<file path="src/rtl/pipe_hazard_ctrl_pkg.sv">
// Shared opcode constants, NOP encoding and forward-select codes for the
// 3-stage hazard controller and its per-stage decode helper.
package pipe_hazard_ctrl_pkg;

    localparam logic [6:0] OPC_LUI       = 7'b0110111;
    localparam logic [6:0] OPC_AUIPC     = 7'b0010111;
    localparam logic [6:0] OPC_JAL       = 7'b1101111;
    localparam logic [6:0] OPC_JALR      = 7'b1100111;
    localparam logic [6:0] OPC_BRANCH    = 7'b1100011;
    localparam logic [6:0] OPC_LOAD      = 7'b0000011;
    localparam logic [6:0] OPC_STORE     = 7'b0100011;
    localparam logic [6:0] OPC_ARI_ITYPE = 7'b0010011;
    localparam logic [6:0] OPC_ARI_RTYPE = 7'b0110011;
    localparam logic [6:0] OPC_CSR       = 7'b1110011;

    // addi x0,x0,0
    localparam logic [31:0] NOP_INSTR = 32'h0000_0013;

    typedef enum logic [1:0] {
        FWD_REGFILE = 2'd0,
        FWD_S3      = 2'd1,
        FWD_RSVD    = 2'd2
    } fwd_sel_e;

    typedef struct packed {
        logic [6:0] opcode;
        logic [4:0] rd;
        logic [4:0] rs1;
        logic [4:0] rs2;
        logic       writes_rd;
        logic       reads_rs1;
        logic       reads_rs2;
        logic       is_load;
    } dec_t;

endpackage

</file>
<file path="src/rtl/pipe_hazard_decode.sv">
// Combinational field extraction and register-usage classification for
// one RV32I instruction word.
module pipe_hazard_decode
    import pipe_hazard_ctrl_pkg::*;
(
    input  logic [31:0] instr,
    output dec_t        dec
);

    logic [6:0] opc;
    logic       unused_bits;

    assign opc         = instr[6:0];
    assign unused_bits = ^{instr[31:25], instr[14:12]};

    always_comb begin
        dec           = '0;
        dec.opcode    = opc;
        dec.rd        = instr[11:7];
        dec.rs1       = instr[19:15];
        dec.rs2       = instr[24:20];
        dec.is_load   = (opc == OPC_LOAD);

        // x0 is never a real destination, so it never counts as a writer
        case (opc)
            OPC_LUI, OPC_AUIPC, OPC_JAL, OPC_JALR, OPC_LOAD,
            OPC_ARI_RTYPE, OPC_ARI_ITYPE, OPC_CSR:
                dec.writes_rd = (instr[11:7] != 5'd0);
            default:
                dec.writes_rd = 1'b0;
        endcase

        dec.reads_rs1 = !((opc == OPC_LUI) || (opc == OPC_AUIPC) || (opc == OPC_JAL));
        dec.reads_rs2 = (opc == OPC_ARI_RTYPE) || (opc == OPC_BRANCH) || (opc == OPC_STORE);
    end

endmodule

</file>
<file path="src/rtl/pipe_hazard_ctrl.sv">
// Hazard/sequencing controller for the 3-stage RV32I core: tracks S2/S3,
// forwarding, redirect, stalls, writeback enable and perf counters.
// Optional load-use stall enabled by defining PIPE_HAZARD_LOAD_USE_STALL_EN.
module pipe_hazard_ctrl #(
    parameter logic [31:0] NOP_INSTR = pipe_hazard_ctrl_pkg::NOP_INSTR,
    parameter int          CNT_W     = 32
) (
    input  logic             clk,
    input  logic             rst,
    input  logic [31:0]      inst_s1,
    input  logic             inst_s1_valid,
    input  logic             br_taken_s2,
    input  logic             mem_stall,
    output logic [31:0]      instr_s2,
    output logic [31:0]      instr_s3,
    output logic [1:0]       rs1_fwd_sel,
    output logic [1:0]       rs2_fwd_sel,
    output logic             pc_redirect,
    output logic             stall_s1,
    output logic             wb_en_s3,
    output logic [CNT_W-1:0] redirect_cnt,
    output logic [CNT_W-1:0] bubble_cnt
);

    import pipe_hazard_ctrl_pkg::*;

`ifdef PIPE_HAZARD_LOAD_USE_STALL_EN
    localparam bit LOAD_USE_EN = 1'b1;
`else
    localparam bit LOAD_USE_EN = 1'b0;
`endif

    logic [31:0]      instr_s2_q, instr_s2_d;
    logic [31:0]      instr_s3_q, instr_s3_d;
    logic [CNT_W-1:0] redirect_cnt_q, redirect_cnt_d;
    logic [CNT_W-1:0] bubble_cnt_q, bubble_cnt_d;

    dec_t             s2_dec, s3_dec;
    logic             raw_redirect;
    logic             load_use;
    logic             s3_fwd_ok;
    logic             rs1_hit, rs2_hit;
    fwd_sel_e         rs1_sel, rs2_sel;
    logic             unused_dec;

    pipe_hazard_decode u_dec_s2 (
        .instr (instr_s2_q),
        .dec   (s2_dec)
    );

    pipe_hazard_decode u_dec_s3 (
        .instr (instr_s3_q),
        .dec   (s3_dec)
    );

    assign unused_dec = ^{s2_dec.rd, s2_dec.writes_rd, s2_dec.is_load,
                          s3_dec.opcode, s3_dec.rs1, s3_dec.rs2,
                          s3_dec.reads_rs1, s3_dec.reads_rs2};

    // Hazard detection and forwarding; a load in S3 stops forwarding when the
    // load-use stall is built in, since the dependent then replays from S1.
    always_comb begin
        raw_redirect = (s2_dec.opcode == OPC_JAL) || (s2_dec.opcode == OPC_JALR) ||
                       ((s2_dec.opcode == OPC_BRANCH) && br_taken_s2);
        pc_redirect  = raw_redirect && !mem_stall;

        rs1_hit = s2_dec.reads_rs1 && (s3_dec.rd == s2_dec.rs1);
        rs2_hit = s2_dec.reads_rs2 && (s3_dec.rd == s2_dec.rs2);

        load_use  = LOAD_USE_EN && s3_dec.is_load && s3_dec.writes_rd &&
                    (rs1_hit || rs2_hit) && !raw_redirect;
        stall_s1  = mem_stall || load_use;

        s3_fwd_ok = s3_dec.writes_rd && !(LOAD_USE_EN && s3_dec.is_load);
        rs1_sel   = (s3_fwd_ok && rs1_hit) ? FWD_S3 : FWD_REGFILE;
        rs2_sel   = (s3_fwd_ok && rs2_hit) ? FWD_S3 : FWD_REGFILE;
    end

    // Pipeline advance; mem_stall freezes every register including counters.
    always_comb begin
        instr_s2_d     = instr_s2_q;
        instr_s3_d     = instr_s3_q;
        redirect_cnt_d = redirect_cnt_q;
        bubble_cnt_d   = bubble_cnt_q;
        if (!mem_stall) begin
            instr_s3_d = instr_s2_q;
            if (pc_redirect || stall_s1 || !inst_s1_valid) begin
                instr_s2_d = NOP_INSTR;
            end else begin
                instr_s2_d = inst_s1;
            end
            if (pc_redirect) begin
                redirect_cnt_d = redirect_cnt_q + CNT_W'(1);
            end
            if (pc_redirect || load_use) begin
                bubble_cnt_d = bubble_cnt_q + CNT_W'(1);
            end
        end
    end

    always_ff @(posedge clk) begin
        if (rst) begin
            instr_s2_q     <= NOP_INSTR;
            instr_s3_q     <= NOP_INSTR;
            redirect_cnt_q <= '0;
            bubble_cnt_q   <= '0;
        end else begin
            instr_s2_q     <= instr_s2_d;
            instr_s3_q     <= instr_s3_d;
            redirect_cnt_q <= redirect_cnt_d;
            bubble_cnt_q   <= bubble_cnt_d;
        end
    end

    assign instr_s2     = instr_s2_q;
    assign instr_s3     = instr_s3_q;
    assign rs1_fwd_sel  = rs1_sel;
    assign rs2_fwd_sel  = rs2_sel;
    assign wb_en_s3     = s3_dec.writes_rd;
    assign redirect_cnt = redirect_cnt_q;
    assign bubble_cnt   = bubble_cnt_q;

endmodule
</file>
<file path="config.mk">
export PLATFORM = sky130hd
export DESIGN_NAME = pipe_hazard_ctrl
export DESIGN_NICKNAME = d
export VERILOG_FILES = /design/src/rtl/pipe_hazard_ctrl_pkg.sv /design/src/rtl/pipe_hazard_decode.sv /design/src/rtl/pipe_hazard_ctrl.sv
export SDC_FILE = /design/constraint.sdc
export NUM_CORES = 1
export LEC_CHECK = 0
export CAP_MARGIN = 30
export CORE_AREA = 10 10 134 136
export CTS_BUF_LIST = sky130_fd_sc_hd__clkbuf_8
export DETAILED_ROUTE_END_ITERATION = 6
export DIE_AREA = 0 0 144 146
export DONT_BUFFER_PORTS = 1
export PLACE_DENSITY = 0.55
export SLEW_MARGIN = 20
export SYNTH_ARGS = -nofsm -noshare
export SYNTH_HDL_FRONTEND = slang
export SYNTH_HIERARCHICAL = 1
export SYNTH_SLANG_ARGS = --single-unit
</file>
<file path="constraint.sdc">
create_clock -name clk -period 2.2 [get_ports clk]
set_input_delay 0.22 -clock clk [delete_from_list [all_inputs] [get_ports clk]]
set_output_delay 0.22 -clock clk [all_outputs]
set_load 0.005 [all_outputs]
</file>
-- Word level (Yosys, flattened, before mapping)
Cells that the tools add are included.
- register bits: 128
- input port bits: 37
- output and inout bits: 135
- logic and storage cells: 48
- add/sub/neg operators: 2
- eq/ne operators: 17
- multiplexer cells: 4
- bitwise logic cells: 1
- reduce and logical (&&, ||, !) cells: 20
- operator list (kind ; number):
    $add 32x1->32 const B ; 2
    $eq 7x7->1 const B ; 6
    $eq 7x6->1 const B ; 5
    $mux 32 ; 1
    $eq 7x5->1 const B ; 3
    $eq 5x5->1 ; 2
    $logic_or 1x1->1 ; 8
    $reduce_or 8->1 ; 1
    $eq 7x2->1 const B ; 1
    $logic_and 1x1->1 ; 6
    $reduce_bool 5->1 ; 1
    $logic_not 1->1 ; 3
    $mux 1 ; 3
    $reduce_and 2->1 ; 1
    $not 1->1 ; 1

-- Longest topological paths before layout
- word-level depth: 7
- depth in mapped cells: 9
- mapped depth without buffers: 6

-- Modules after synthesis
Netlist, hierarchy kept.
- modules (own cells, without submodules) (module ; times used ; cells an instance ; area each (µm²) ; seq. area each (µm²)):
    pipe_hazard_ctrl ; 1 ; 610 ; 5439.0 ; 2562.5
    pipe_hazard_decode ; 2 ; 38 ; 264.0 ; 0.0

-- Worst setup path before layout
No wires, ideal clock.
- path kind: reg-to-reg
- from: reg instr_s2_q[6], in the netlist instr_s2[6]
- to: reg redirect_cnt_q[27], in the netlist redirect_cnt[27]
- setup time: 0.123 ns
- arrival: 1.903 ns
- required time: 2.077 ns
- path slack: 0.174 ns
- stages on the path, launching flop included: 8
- path buffers: 1
- clock period less this slack: 2.026 ns
- path through: dfxtp_1 > buf_4 > nor2b_1 > o2111ai_1 > inv_1 > nand4_2 > or3_1 > mux2_1
- cells in the longest elaborated chain, start to end: 5
- elaborated cells between the ends (all ways): 8
- those cells by class: 3 x eq/ne; 5 x reduce/logical
- ends and longest elaborated chain (what ; line ; RTL):
    start, declared ; pipe_hazard_ctrl.sv:33 ; logic [31:0] instr_s2_q, instr_s2_d;
    start signal, assigned ; pipe_hazard_ctrl.sv:108 ; instr_s2_q <= instr_s2_d;
    $eq 7x7->1 (on tied branches) ; - ;
    $logic_or 1x1->1 / $logic_and 1x1->1 (equally long branches) ; pipe_hazard_ctrl.sv:63, pipe_hazard_ctrl.sv:64 ;
    $logic_or 1x1->1 * ; pipe_hazard_ctrl.sv:63 ; raw_redirect = (s2_dec.opcode == OPC_JAL) || (s2_dec.opcode == OPC_JALR) ||
    $logic_and 1x1->1 * ; pipe_hazard_ctrl.sv:65 ; pc_redirect = raw_redirect && !mem_stall;
    $reduce_and 2->1 (no line) * ; - ;
    end signal, assigned ; pipe_hazard_ctrl.sv:110 ; redirect_cnt_q <= redirect_cnt_d;
    end, declared ; pipe_hazard_ctrl.sv:35 ; logic [CNT_W-1:0] redirect_cnt_q, redirect_cnt_d;
Mark *: on every way between the ends. The rest lies on a longest branch, timed or not.
A chain may end at the register's enable or synchronous reset.

-- Worst setup path in the final report
- from: reg redirect_cnt_q[4], in the netlist redirect_cnt[4]
- to: reg redirect_cnt_q[15], in the netlist redirect_cnt[15]
- cells in the longest elaborated chain, start to end: 1
- ends and longest elaborated chain (what ; line ; RTL):
    $add 32x1->32 ; pipe_hazard_ctrl.sv:93 ; redirect_cnt_d = redirect_cnt_q + CNT_W'(1);
Every way passes these cells.

==> metrics.yaml <==
synthesis:
  synth.avg_cell_area_um2: 8.82
  synth_area_um2: 5740
  syn_inst: 651
  yosys_warnings: 6
route:
  wl_per_cell_um: 18.0
  first_pass_iters: 5
  antenna_left: 0
  drtIter0Drc: 281
  vias: 4854
  drcViolationCount: 0
  routed_wl_mm: 16.5
  vias_per_cell: 5.30
worst_setup_path:
  critPathLaunchType: "flip-flop"
  crit_required_ns: 2.52
  cpMaxStageDelayCell: "dlygate4sd3_1"
  cp.arrival_ns: 2.43
  crit_family: "buffers and inverters"
  crit_buf_inv: 3
  crit_chain: "buf_4 > and4_1 > buf_4 > nand4_1 > nor3_2 > xnor2_1 > nor2_1 > dlygate4sd3_1"
  crit_type: "flip-flop to flip-flop"
  max_stage_delay_ns: 0.55
  crit_fanout: 5
  cp-end-kind: "flip-flop"
  crit_top_cell: "buf_4"
global_route:
  grt_max_degree: 110
  first_global_vias: 4757
  grt_pass1_wl_mm: 26.1
  track_usage_pct: 15.6
  grt_remaining_overflow: 0
  antenna_found_initial: 0
layout:
  fill_cells: 1440
  syn2layout_area_growth_pct: 23.9
  final_cell_count_no_fill: 915
  final_util_pct: 45.9
  finalNetCount: 748
  drive_above_1_share_pct: 15.9
timing:
  fin_tns_setup_ns: 0
  slew_violations: 0
  rsz0062_at_grt: "true"
  setup_viol: 0
  fin_skew_ns: 0.0126
  finalHoldViolations: 0
  holdWs_ns: 0.0392
  slew-limit-headroom_pct: 63.1
  worst_pin_slew_ns: 0.549
  fin_crit_sh_pct: 95.7
  fmax_mhz: 475
  fin_crit_ns: 2.10
run:
  max_cap_violations: 0
clocking:
  cts_buffer_depth: 2
  cts_tree: "yes"
  clk_latency_ns: 0.44
  cts_root_buf: "clkbuf_8"
  cts_buffers: 17
  cts.clk_slew.worst_paths_ns: 0.07
  cts.sinks: 128
  htree_levels: 4
place:
  portBuffers: 0
  dpl.hpwl_mm: 11.1
  dp.cells: 828
  finalWeightedCongestion: 0.835
die:
  rows: 46
  die_w_um: 144
  core_area_um2: 15500
  die_area_um2: 21000
  chipHeight_um: 146
  start_util_pct: 37.1
  num_io_pins: 172
power:
  leakage_nw: 2.68
  p_per_area_nw_per_um2: 703
  finalPower_w: 0.00500
  peakVddDrop_mv: 0.357
outcome:
  status: "completed"
worst_hold_path:
  hold_class: "input port to flip-flop"
[per-stage QoR]
stage | area, µm² | setup slack, ns
6_report | 7110 | 0.0951
5_1_grt | 7110 | -0.0181
4_1_cts | 7030 | 0.00883
2_1_floorplan | 5740 | 0.185
3_5_place_dp | 6020 | 0.216
3_3_place_gp | 6020 | 0.245
[worst paths after layout]
kind / from / slack (ns) / end / depth (start not counted)
setup / recovery: redirect_cnt[4] / 0.1 / redirect_cnt[15] / 8
setup reg to reg: redirect_cnt[4] / 0.1 / redirect_cnt[15] / 8
hold / removal: rst / 0.04 / redirect_cnt[28] / 2
hold reg to reg: instr_s3[14] / 0.53 / instr_s3[14] / 2
[flip-flops by register name, summed over array words and instances (netlist names)]
| name | cells |
|---|---|
| instr_s2 | 32 |
| bubble_cnt | 32 |
| redirect_cnt | 32 |
| instr_s3 | 32 |
[power breakdown]
group	total (W)	switching, W	internal, W
Clock	0.00235	0.000975	0.00138
Combinational	0.000254	0.000131	0.000123
Sequential	0.00239	0.0000419	0.00235
Total	0.00500	0.00115	0.00385
[cell usage in the layout (no fill, tap or decap), types with 4 or more instances in the layout]
master         instances
nand2_1               32
clkbuf_8              18
xnor2_1               49
and3_1                 8
xor2_1                 9
nor4_1                23
nand3_1               28
and4_1                 5
dfxtp_1              124
nor2b_1               10
nand2b_1               4
nor2_1               121
dlygate4sd3_1         48
a22oi_1               29
or3_1                  6
inv_1                 11
buf_4                 47
nand4_1               17
a21oi_1                9
or4_1                  5
mux2_2                 4
nor3_2                 5
o21ai_0                7
nor3_1                14
bufinv_16              5
mux2i_1               29
dfxtp_2                4
[routing by layer]
layer / global-route usage, % / up-vias / part of all wire [%]
li1: - / 2350 / -
met2: 24.5 / 171 / 48
met1: 17.8 / 2321 / 40
met5: 0 / - / 0
met3: 8.09 / 12 / 11
met4: 4.70 / 0 / 0.93
[what timing repair did]
action | in CTS | in global routing
setup buffers | 0 | 4
endpoints found under the setup margin | 2 | 19
pin swaps | 0 | 3
hold endpoints to repair | 124 | 1
gates resized for setup | 1 | 15
hold buffers | 50 | 1
[layout make-up]
type / count / area (µm²) / share of cell area [%]
antenna: 1 / 2.50 / 0.0352
clock buffer: 18 / 248 / 3.48
clock inverter: 14 / 214 / 3.01
inverter: 10 / 37.5 / 0.528
multi-input combinational: 452 / 2870 / 40.4
sequential: 128 / 2570 / 36.1
tap: 192 / 240 / 3.38
timing repair buffer: 100 / 931 / 13.1
[worst reg2reg max path, stage by stage, from the launching register on]
cell	delay, ns
dfxtp_2	0.35
buf_4	0.13
and4_1	0.19
buf_4	0.13
nand4_1	0.22
nor3_2	0.21
xnor2_1	0.15
nor2_1	0.05
dlygate4sd3_1	0.55
(Power assumes the default switching activity.)
